<file path="src/rtl/uart_tx_scheduler.sv">
// Shares one UART transmit byte channel among operate, target and script requesters.
// One byte is latched per grant and held until tx_done, then a fixed idle gap is enforced.
module uart_tx_scheduler #(
  parameter int GAP_CYCLES     = 16,
  parameter int TIMEOUT_CYCLES = 4096,
  parameter int CNT_W          = 13
) (
  input  logic       clock,
  input  logic       reset,
  input  logic       script_run,
  input  logic       op_valid,
  input  logic [7:0] op_bits,
  output logic       op_ack,
  input  logic       tg_valid,
  input  logic [7:0] tg_bits,
  output logic       tg_ack,
  input  logic       sc_valid,
  input  logic [7:0] sc_bits,
  output logic       sc_ack,
  output logic [7:0] tx_bits,
  input  logic       tx_done,
  output logic       busy,
  output logic [7:0] last_byte,
  output logic       timeout_err
);

  typedef enum logic [1:0] {
    ST_IDLE = 2'd0,
    ST_SEND = 2'd1,
    ST_GAP  = 2'd2
  } state_t;

  localparam logic             RR_OP    = 1'b0;
  localparam logic             RR_TG    = 1'b1;
  localparam logic [CNT_W-1:0] GAP_LAST = CNT_W'(GAP_CYCLES - 1);
  localparam logic [CNT_W-1:0] TO_LAST  = CNT_W'(TIMEOUT_CYCLES - 1);
  localparam logic [CNT_W-1:0] CNT_ONE  = CNT_W'(1);

  state_t           state_r;
  logic [CNT_W-1:0] cnt_r;
  logic             rr_ptr_r;
  logic [7:0]       tx_bits_r;
  logic [7:0]       last_byte_r;
  logic             op_ack_r;
  logic             tg_ack_r;
  logic             sc_ack_r;
  logic             busy_r;
  logic             timeout_err_r;

  logic             grant_op_s;
  logic             grant_tg_s;
  logic             grant_sc_s;
  logic             grant_any_s;
  logic [7:0]       grant_bits_s;

  // Winner selection; only meaningful in IDLE, script_run gates which sources are eligible
  always_comb begin
    grant_op_s   = 1'b0;
    grant_tg_s   = 1'b0;
    grant_sc_s   = 1'b0;
    grant_bits_s = 8'h00;
    if (state_r != ST_IDLE) begin
      grant_sc_s = 1'b0;
    end else if (script_run) begin
      grant_sc_s = sc_valid;
    end else if (op_valid && tg_valid) begin
      if (rr_ptr_r == RR_OP) begin
        grant_op_s = 1'b1;
      end else begin
        grant_tg_s = 1'b1;
      end
    end else begin
      grant_op_s = op_valid;
      grant_tg_s = tg_valid;
    end
    if (grant_sc_s) begin
      grant_bits_s = sc_bits;
    end else if (grant_op_s) begin
      grant_bits_s = op_bits;
    end else if (grant_tg_s) begin
      grant_bits_s = tg_bits;
    end else begin
      grant_bits_s = 8'h00;
    end
  end

  assign grant_any_s = grant_op_s | grant_tg_s | grant_sc_s;

  // Scheduler FSM with all outputs registered
  always_ff @(posedge clock or negedge reset) begin
    if (!reset) begin
      state_r       <= ST_IDLE;
      cnt_r         <= '0;
      rr_ptr_r      <= RR_OP;
      tx_bits_r     <= 8'h00;
      last_byte_r   <= 8'h00;
      op_ack_r      <= 1'b0;
      tg_ack_r      <= 1'b0;
      sc_ack_r      <= 1'b0;
      busy_r        <= 1'b0;
      timeout_err_r <= 1'b0;
    end else begin
      op_ack_r <= 1'b0;
      tg_ack_r <= 1'b0;
      sc_ack_r <= 1'b0;
      case (state_r)
        ST_IDLE: begin
          if (grant_any_s) begin
            tx_bits_r <= grant_bits_s;
            op_ack_r  <= grant_op_s;
            tg_ack_r  <= grant_tg_s;
            sc_ack_r  <= grant_sc_s;
            cnt_r     <= '0;
            busy_r    <= 1'b1;
            state_r   <= ST_SEND;
            // Script grants leave the op/tg rotation untouched
            if (grant_op_s) begin
              rr_ptr_r <= RR_TG;
            end else if (grant_tg_s) begin
              rr_ptr_r <= RR_OP;
            end else begin
              rr_ptr_r <= rr_ptr_r;
            end
          end else begin
            tx_bits_r <= 8'h00;
          end
        end
        ST_SEND: begin
          // tx_done is checked first so a coincident timeout still counts as success
          if (tx_done) begin
            last_byte_r <= tx_bits_r;
            tx_bits_r   <= 8'h00;
            cnt_r       <= '0;
            state_r     <= ST_GAP;
          end else if (cnt_r == TO_LAST) begin
            timeout_err_r <= 1'b1;
            tx_bits_r     <= 8'h00;
            cnt_r         <= '0;
            state_r       <= ST_GAP;
          end else begin
            cnt_r <= cnt_r + CNT_ONE;
          end
        end
        ST_GAP: begin
          if (cnt_r == GAP_LAST) begin
            cnt_r   <= '0;
            busy_r  <= 1'b0;
            state_r <= ST_IDLE;
          end else begin
            cnt_r <= cnt_r + CNT_ONE;
          end
        end
        default: begin
          state_r   <= ST_IDLE;
          cnt_r     <= '0;
          tx_bits_r <= 8'h00;
          busy_r    <= 1'b0;
        end
      endcase
    end
  end

  assign op_ack      = op_ack_r;
  assign tg_ack      = tg_ack_r;
  assign sc_ack      = sc_ack_r;
  assign tx_bits     = tx_bits_r;
  assign busy        = busy_r;
  assign last_byte   = last_byte_r;
  assign timeout_err = timeout_err_r;

endmodule

</file>
<file path="config.mk">
export PLATFORM = sky130hd
export DESIGN_NAME = uart_tx_scheduler
export DESIGN_NICKNAME = d
export VERILOG_FILES = /design/src/rtl/uart_tx_scheduler.sv
export SDC_FILE = /design/constraint.sdc
export NUM_CORES = 1
export LEC_CHECK = 0
export CORE_MARGIN = 2
export CORE_UTILIZATION = 34
export DETAILED_ROUTE_END_ITERATION = 10
export PLACE_DENSITY_LB_ADDON = 0.1
export SLEW_MARGIN = 25
export SYNTH_ARGS = -nofsm -noshare
export SYNTH_HDL_FRONTEND = slang
export SYNTH_SLANG_ARGS = --single-unit
</file>
<file path="constraint.sdc">
create_clock -name clock -period 1.8 [get_ports clock]
set_input_delay 0.18 -clock clock [delete_from_list [all_inputs] [get_ports clock]]
set_output_delay 0.18 -clock clock [all_outputs]
set_load 0.1 [all_outputs]
</file>
## Word level (Yosys, flattened, before mapping)

Cells that the tools add are included.

| storage, ports and cells | value |
|---|---|
| bits in registers | 37 |
| input bits | 31 |
| output and inout bits | 21 |
| word-level logic and storage cells | 71 |

| operators by class | value |
|---|---|
| $add $sub $neg | 1 |
| reductions and logical operators | 10 |
| equality and inequality tests | 7 |
| bitwise gates (word level) | 5 |
| muxes and demuxes | 38 |

Operators by type and width:

| kind | number |
|---|---|
| 13-bit 2-to-1 mux | 4 |
| 8-bit 2-to-1 mux | 6 |
| 13-bit case mux with 3 select lines | 1 |
| 8-bit case mux with 3 select lines | 1 |
| 1-bit 2-to-1 mux | 20 |
| 13-bit by 1-bit adder with 13-bit output, second input constant | 1 |
| 13-bit by 12-bit == test with 1-bit output, second input constant | 1 |
| 13-bit by 4-bit == test with 1-bit output, second input constant | 1 |
| 3-bit AND reduction | 4 |
| 2-bit 2-to-1 mux | 4 |
| 2-bit case mux with 3 select lines | 1 |
| 2-bit != test, second input constant | 2 |
| 2-bit AND reduction | 2 |
| 2-bit nonzero test | 2 |
| 3-bit != test, second input constant | 1 |
| 1-bit NOT | 3 |
| 1-bit case mux with 3 select lines | 1 |
| 2-bit by 1-bit == test with 1-bit output, second input constant | 1 |
| 2-bit == test, second input constant | 1 |
| 2-bit zero test | 1 |
| 1-bit OR | 2 |
| 1-bit logical AND | 1 |

## Depth between registers and ports, before layout

| logic depth | value |
|---|---|
| depth after elaboration | 9 |
| depth in mapped cells | 9 |
| mapped depth without buffers | 6 |

## Least setup slack after synthesis

Ideal clock, no wire load.

| path | value |
|---|---|
| path kind | reg-to-reg |
| start point | register state_r[0] |
| end point | register cnt_r[8] |
| required time | 1.723 ns |
| path buffers | 2 |
| data arrival time | 1.738 ns |
| cell stages (with the launch flop) | 9 |
| slack | -0.016 ns |
| clock period less this slack | 1.816 ns |
| library setup time | 0.077 ns |
| cell sequence | dfrtp_1 -> inv_1 -> ha_1 -> and3b_1 -> buf_6 -> or2_1 -> buf_6 -> or3_1 -> a21oi_1 |

| between the ends | value |
|---|---|
| longest elaborated chain between the ends | 5 |
| elaborated cells between the ends (all ways) | 11 |
| those cells by class | 3 x eq/ne; 4 x mux; 2 x bitwise; 2 x reduce/logical |

Ends and longest elaborated chain:

| what | RTL line | text |
|---|---|---|
| from (decl) | 39 | `state_t state_r;` |
| from (signal assigned) | 92 | `state_r <= ST_IDLE;` |
| from (signal assigned) | 115 | `state_r <= ST_SEND;` |
| from (signal assigned) | 134 | `state_r <= ST_GAP;` |
| 2-bit nonzero test | 62 | `if (state_r != ST_IDLE) begin` |
| 1-bit 2-to-1 mux | 62 |  |
| 1-bit OR (2 in series) | 87 | `assign grant_any_s = grant_op_s \| grant_tg_s \| grant_sc_s;` |
| 2-bit != test (no source line) | n/a |  |
| to (signal assigned) | 141 | `cnt_r <= cnt_r + CNT_ONE;` |
| to (signal assigned) | 150 | `cnt_r <= cnt_r + CNT_ONE;` |
| to (decl) | 40 | `logic [CNT_W-1:0] cnt_r;` |

Several ways; a longest one is shown, not always the timed one.
A chain may end at the register's enable or synchronous reset.

## Final worst setup path

| path | value |
|---|---|
| start point | register cnt_r[0] |
| end point | register tx_bits_r[7] (netlist: tx_bits[7]) |

| between the ends | value |
|---|---|
| longest elaborated chain between the ends | 3 |

Ends and longest elaborated chain:

| what | RTL line | text |
|---|---|---|
| 13-bit by 12-bit == test with 1-bit output | 135 | `end else if (cnt_r == TO_LAST) begin` |
| 3-bit != test (no source line) | n/a |  |
| 2-bit AND reduction (no source line) | n/a |  |
| to (signal assigned) | 109 | `tx_bits_r <= grant_bits_s;` |
| to (decl) | 42 | `logic [7:0] tx_bits_r;` |

No other way between the ends.

==> impl_metrics.toml <==
[status]
status = "completed"

[clock_tree]
clock-sinks = 37
cts_made_buffers = 5
htree_levels = 2
path_clk_slew_ns = 0.07
clock_path_buffers = 2
cts_tree = "yes"
post_cts_buffers = 0
clk_latency_ns = 0.28
clock-root-buffer = "clkbuf_8"

[cells_and_area]
fillers = 527
final_common_cell = "buf_4"
stdcell_count = 360
multiInputGateArea_mm2 = 0.00101
layout-drive-gt1-share_pct = 28.5
ff_latch_area_um2 = 927
n_antenna_cell = 0
syn_to_final_growth_pct = 48.0
design_area_mm2 = 0.00294
final_core_util_pct = 52.7
layout.nets = 322
final_cell_mix = "buf_4 (58), dfrtp_1 (36), clkdlybuf4s50_1 (29)"

[power_and_ir_drop]
p_sw_share_pct = 50.8
cellPowerDensity_mw_per_mm2 = 1420
p_int_uw = 2050
p_switching_uw = 2120
seqPwrFrac_pct = 26.9
comb_power_share_pct = 59.9
p_leak_uw = 0.00136
p_clk_share_pct = 13.3
ir_drop_mv = 0.962

[route]
drt-vias-per-instance = 5.13
drt-total-wl_um = 5260
firstDrtPassIters = 4
ant_nets = 0
post-route-drc-count = 0
wl_per_cell_um = 14.6
drtIter0Drc = 91
vias = 1848

[timing]
hold_violations = 0
fmax_mhz = 586
fin_worst_skew_ns = 0.00350
report.final.slew_viol_count = 0
holdWs_ns = 0.467
period_needed_ns = 1.71
period_share_pct = 94.8
rsz0062_at_grt = "yes"
slew-limit-headroom_pct = 67.7
setup_viol = 0
worst_pin_slew_ns = 0.484

[critical_path]
crit_fanout = 8
cp_cell_sequence = "ha_1 > and3_1 > nand4_2 > a21oi_4 > buf_12 > mux2i_1"
critPathTopFamily = "simple AND/OR/NAND/NOR gates"
critPathKind = "reg2reg"
reg2reg_slack_ns = 0.09
crit_path_max_incr_delay_ns = 0.36
critical_path.startpoint_type = "flip-flop"
required_ns = 2.01
arrival_ns = 1.91
cpMaxStageDelayCell = "dfrtp_1"
end_kind = "flip-flop"
path_buf_inv = 1

[floorplan]
core_mm2 = 0.00557
top_level_ports = 52
num_rows = 27
fp.dieH_um = 80.4
die_x_um = 80.4
dieArea_mm2 = 0.00646
initial_core_util_pct = 35.6

[yosys]
synthFlopType = "dfrtp_1"
syn_inst = 196
synth.net_count = 231
synth_top_area_share_pct = 46.7
synth_seq_area_share_pct = 46.7
synth-edff-count = 0
synth_area_leaders = "dfrtp_1 (47%), mux2i_1 (5.0%), nand2_1 (4.4%)"
synth.largest_area_cell = "dfrtp_1"
ys_ff_latch = 37
ys_types = 46
syn-cell-area_mm2 = 0.00198
ys_async_sr_fraction_pct = 100
avgSynthCellArea_um2 = 10.1
synth_warnings = 0

[global_routing]
grt_max_degree = 38
overflow = 0
grt_pass1_vias = 1883
antenna_found_initial = 0
gr-usage-all-layers_pct = 17.8
grt_pass1_wl_um = 8980

[run]
drv_cap = 0

[place]
dp_cells = 351
dp_hpwl_um = 4020
io_buffer_count = 51
gp_routability_congestion = 0.807
post_dp_cell_area_mm2 = 0.00279

[worst_hold_path]
worstHoldPathType = "in2async"
-- per-stage QoR --
stage	setup slack [ns]	setup TNS (ns)	total power, uW
3_3_place_gp	-0.0326	-0.0398	3580
3_5_place_dp	-0.0705	-0.163	3600
5_1_grt	-0.0208	-0.0537	4410
4_1_cts	0.0404	0	4170
6_report	0.0934	0	4170
2_1_floorplan	0.0349	0	2850
-- layer usage --
layer | track usage, % | vias up | share of wire (%)
met5 | 0 | - | 0
met4 | 4.07 | 0 | 0.97
met3 | 4.72 | 6 | 5.2
met2 | 30.0 | 44 | 51
met1 | 22.8 | 876 | 43
li1 | - | 922 | -
-- kinds of logic (layout without fill, tap and decap cells) --
kind of cell / after synthesis / after routing / share of synthesized area [%]
AND/OR/NAND/NOR: 68 / 68 / 20.2
buffers and inverters: 23 / 115 / 5.17
multiplexers: 11 / 11 / 5.61
AO/OA/AOI/OAI: 52 / 52 / 19.4
flip-flops: 37 / 37 / 46.7
XOR/XNOR: 1 / 1 / 0.441
adder cells (fa/ha/maj): 4 / 4 / 2.52
-- power groups by stage --
stage                     clock (uW)  sequential [uW]  combinational, uW
after detailed placement           0             1140               2460
after global placement             0             1130               2440
final                            554             1120               2500
after global routing             622             1140               2650
after floorplan                    0             2180                667
after CTS                        584             1120               2470
-- path summary, 6_finish.rpt --
path | startpoint | endpoint | cells past startpoint
worst max-delay path | cnt_r[0]$_DFFE_PN0P_ | tx_bits[7]$_DFFE_PN0P_ | 6
worst min-delay path | reset | cnt_r[0]$_DFFE_PN0P_ | 3
worst max register to register | cnt_r[0]$_DFFE_PN0P_ | tx_bits[7]$_DFFE_PN0P_ | 6
worst min register to register | last_byte[1]$_DFFE_PN0P_ | last_byte[1]$_DFFE_PN0P_ | 2
max in group asynchronous | reset | cnt_r[6]$_DFFE_PN0P_ | 3
min in group clock | last_byte[1]$_DFFE_PN0P_ | last_byte[1]$_DFFE_PN0P_ | 2
-- Yosys cell counts (2+ instances only) --
cell type and count:
a211oi_1 4, a21oi_1 5, a222oi_1 8, and3_1 2, and4_1 3, buf_6 2, clkbuf_1 3, dfrtp_1 37
ha_1 4, inv_1 17, mux2i_1 10, nand2_1 23, nand3_1 4, nand3b_1 3, nand4_1 5, nor2_1 3
nor2b_1 2, nor3_1 8, nor4_1 2, nor4_2 2, o211ai_1 7, o21ai_0 16, o32a_1 2, or2_2 2
-- worst reg2reg max path, stage by stage, from the launching register on --
cell     delay [ns]
dfrtp_1        0.36
ha_1           0.23
and3_1         0.28
nand4_2        0.23
a21oi_4        0.20
buf_12         0.15
mux2i_1        0.18
-- sequential cells by signal, summed over array words and instances (netlist names) --
name,flops
last_byte,8
rr_ptr_r,1
tg_ack,1
op_ack,1
state_r,2
timeout_err,1
cnt_r,13
busy,1
sc_ack,1
tx_bits,8
-- layout make-up --
type,count,area share (%)
multi-input cells,136,34.5
flip-flops and latches,37,31.6
repair buffers,90,25.9
well taps,72,3.07
clock buffers,6,2.47
inverters,17,2.17
clock inverters,2,0.341
-- repair_timing --
item,CTS,global route
hold buffers,1,0
hold endpoints to repair,37,0
setup endpoints to repair,0,20
resized for setup,0,9
Note: power is estimated with default switching activity, not from simulation.
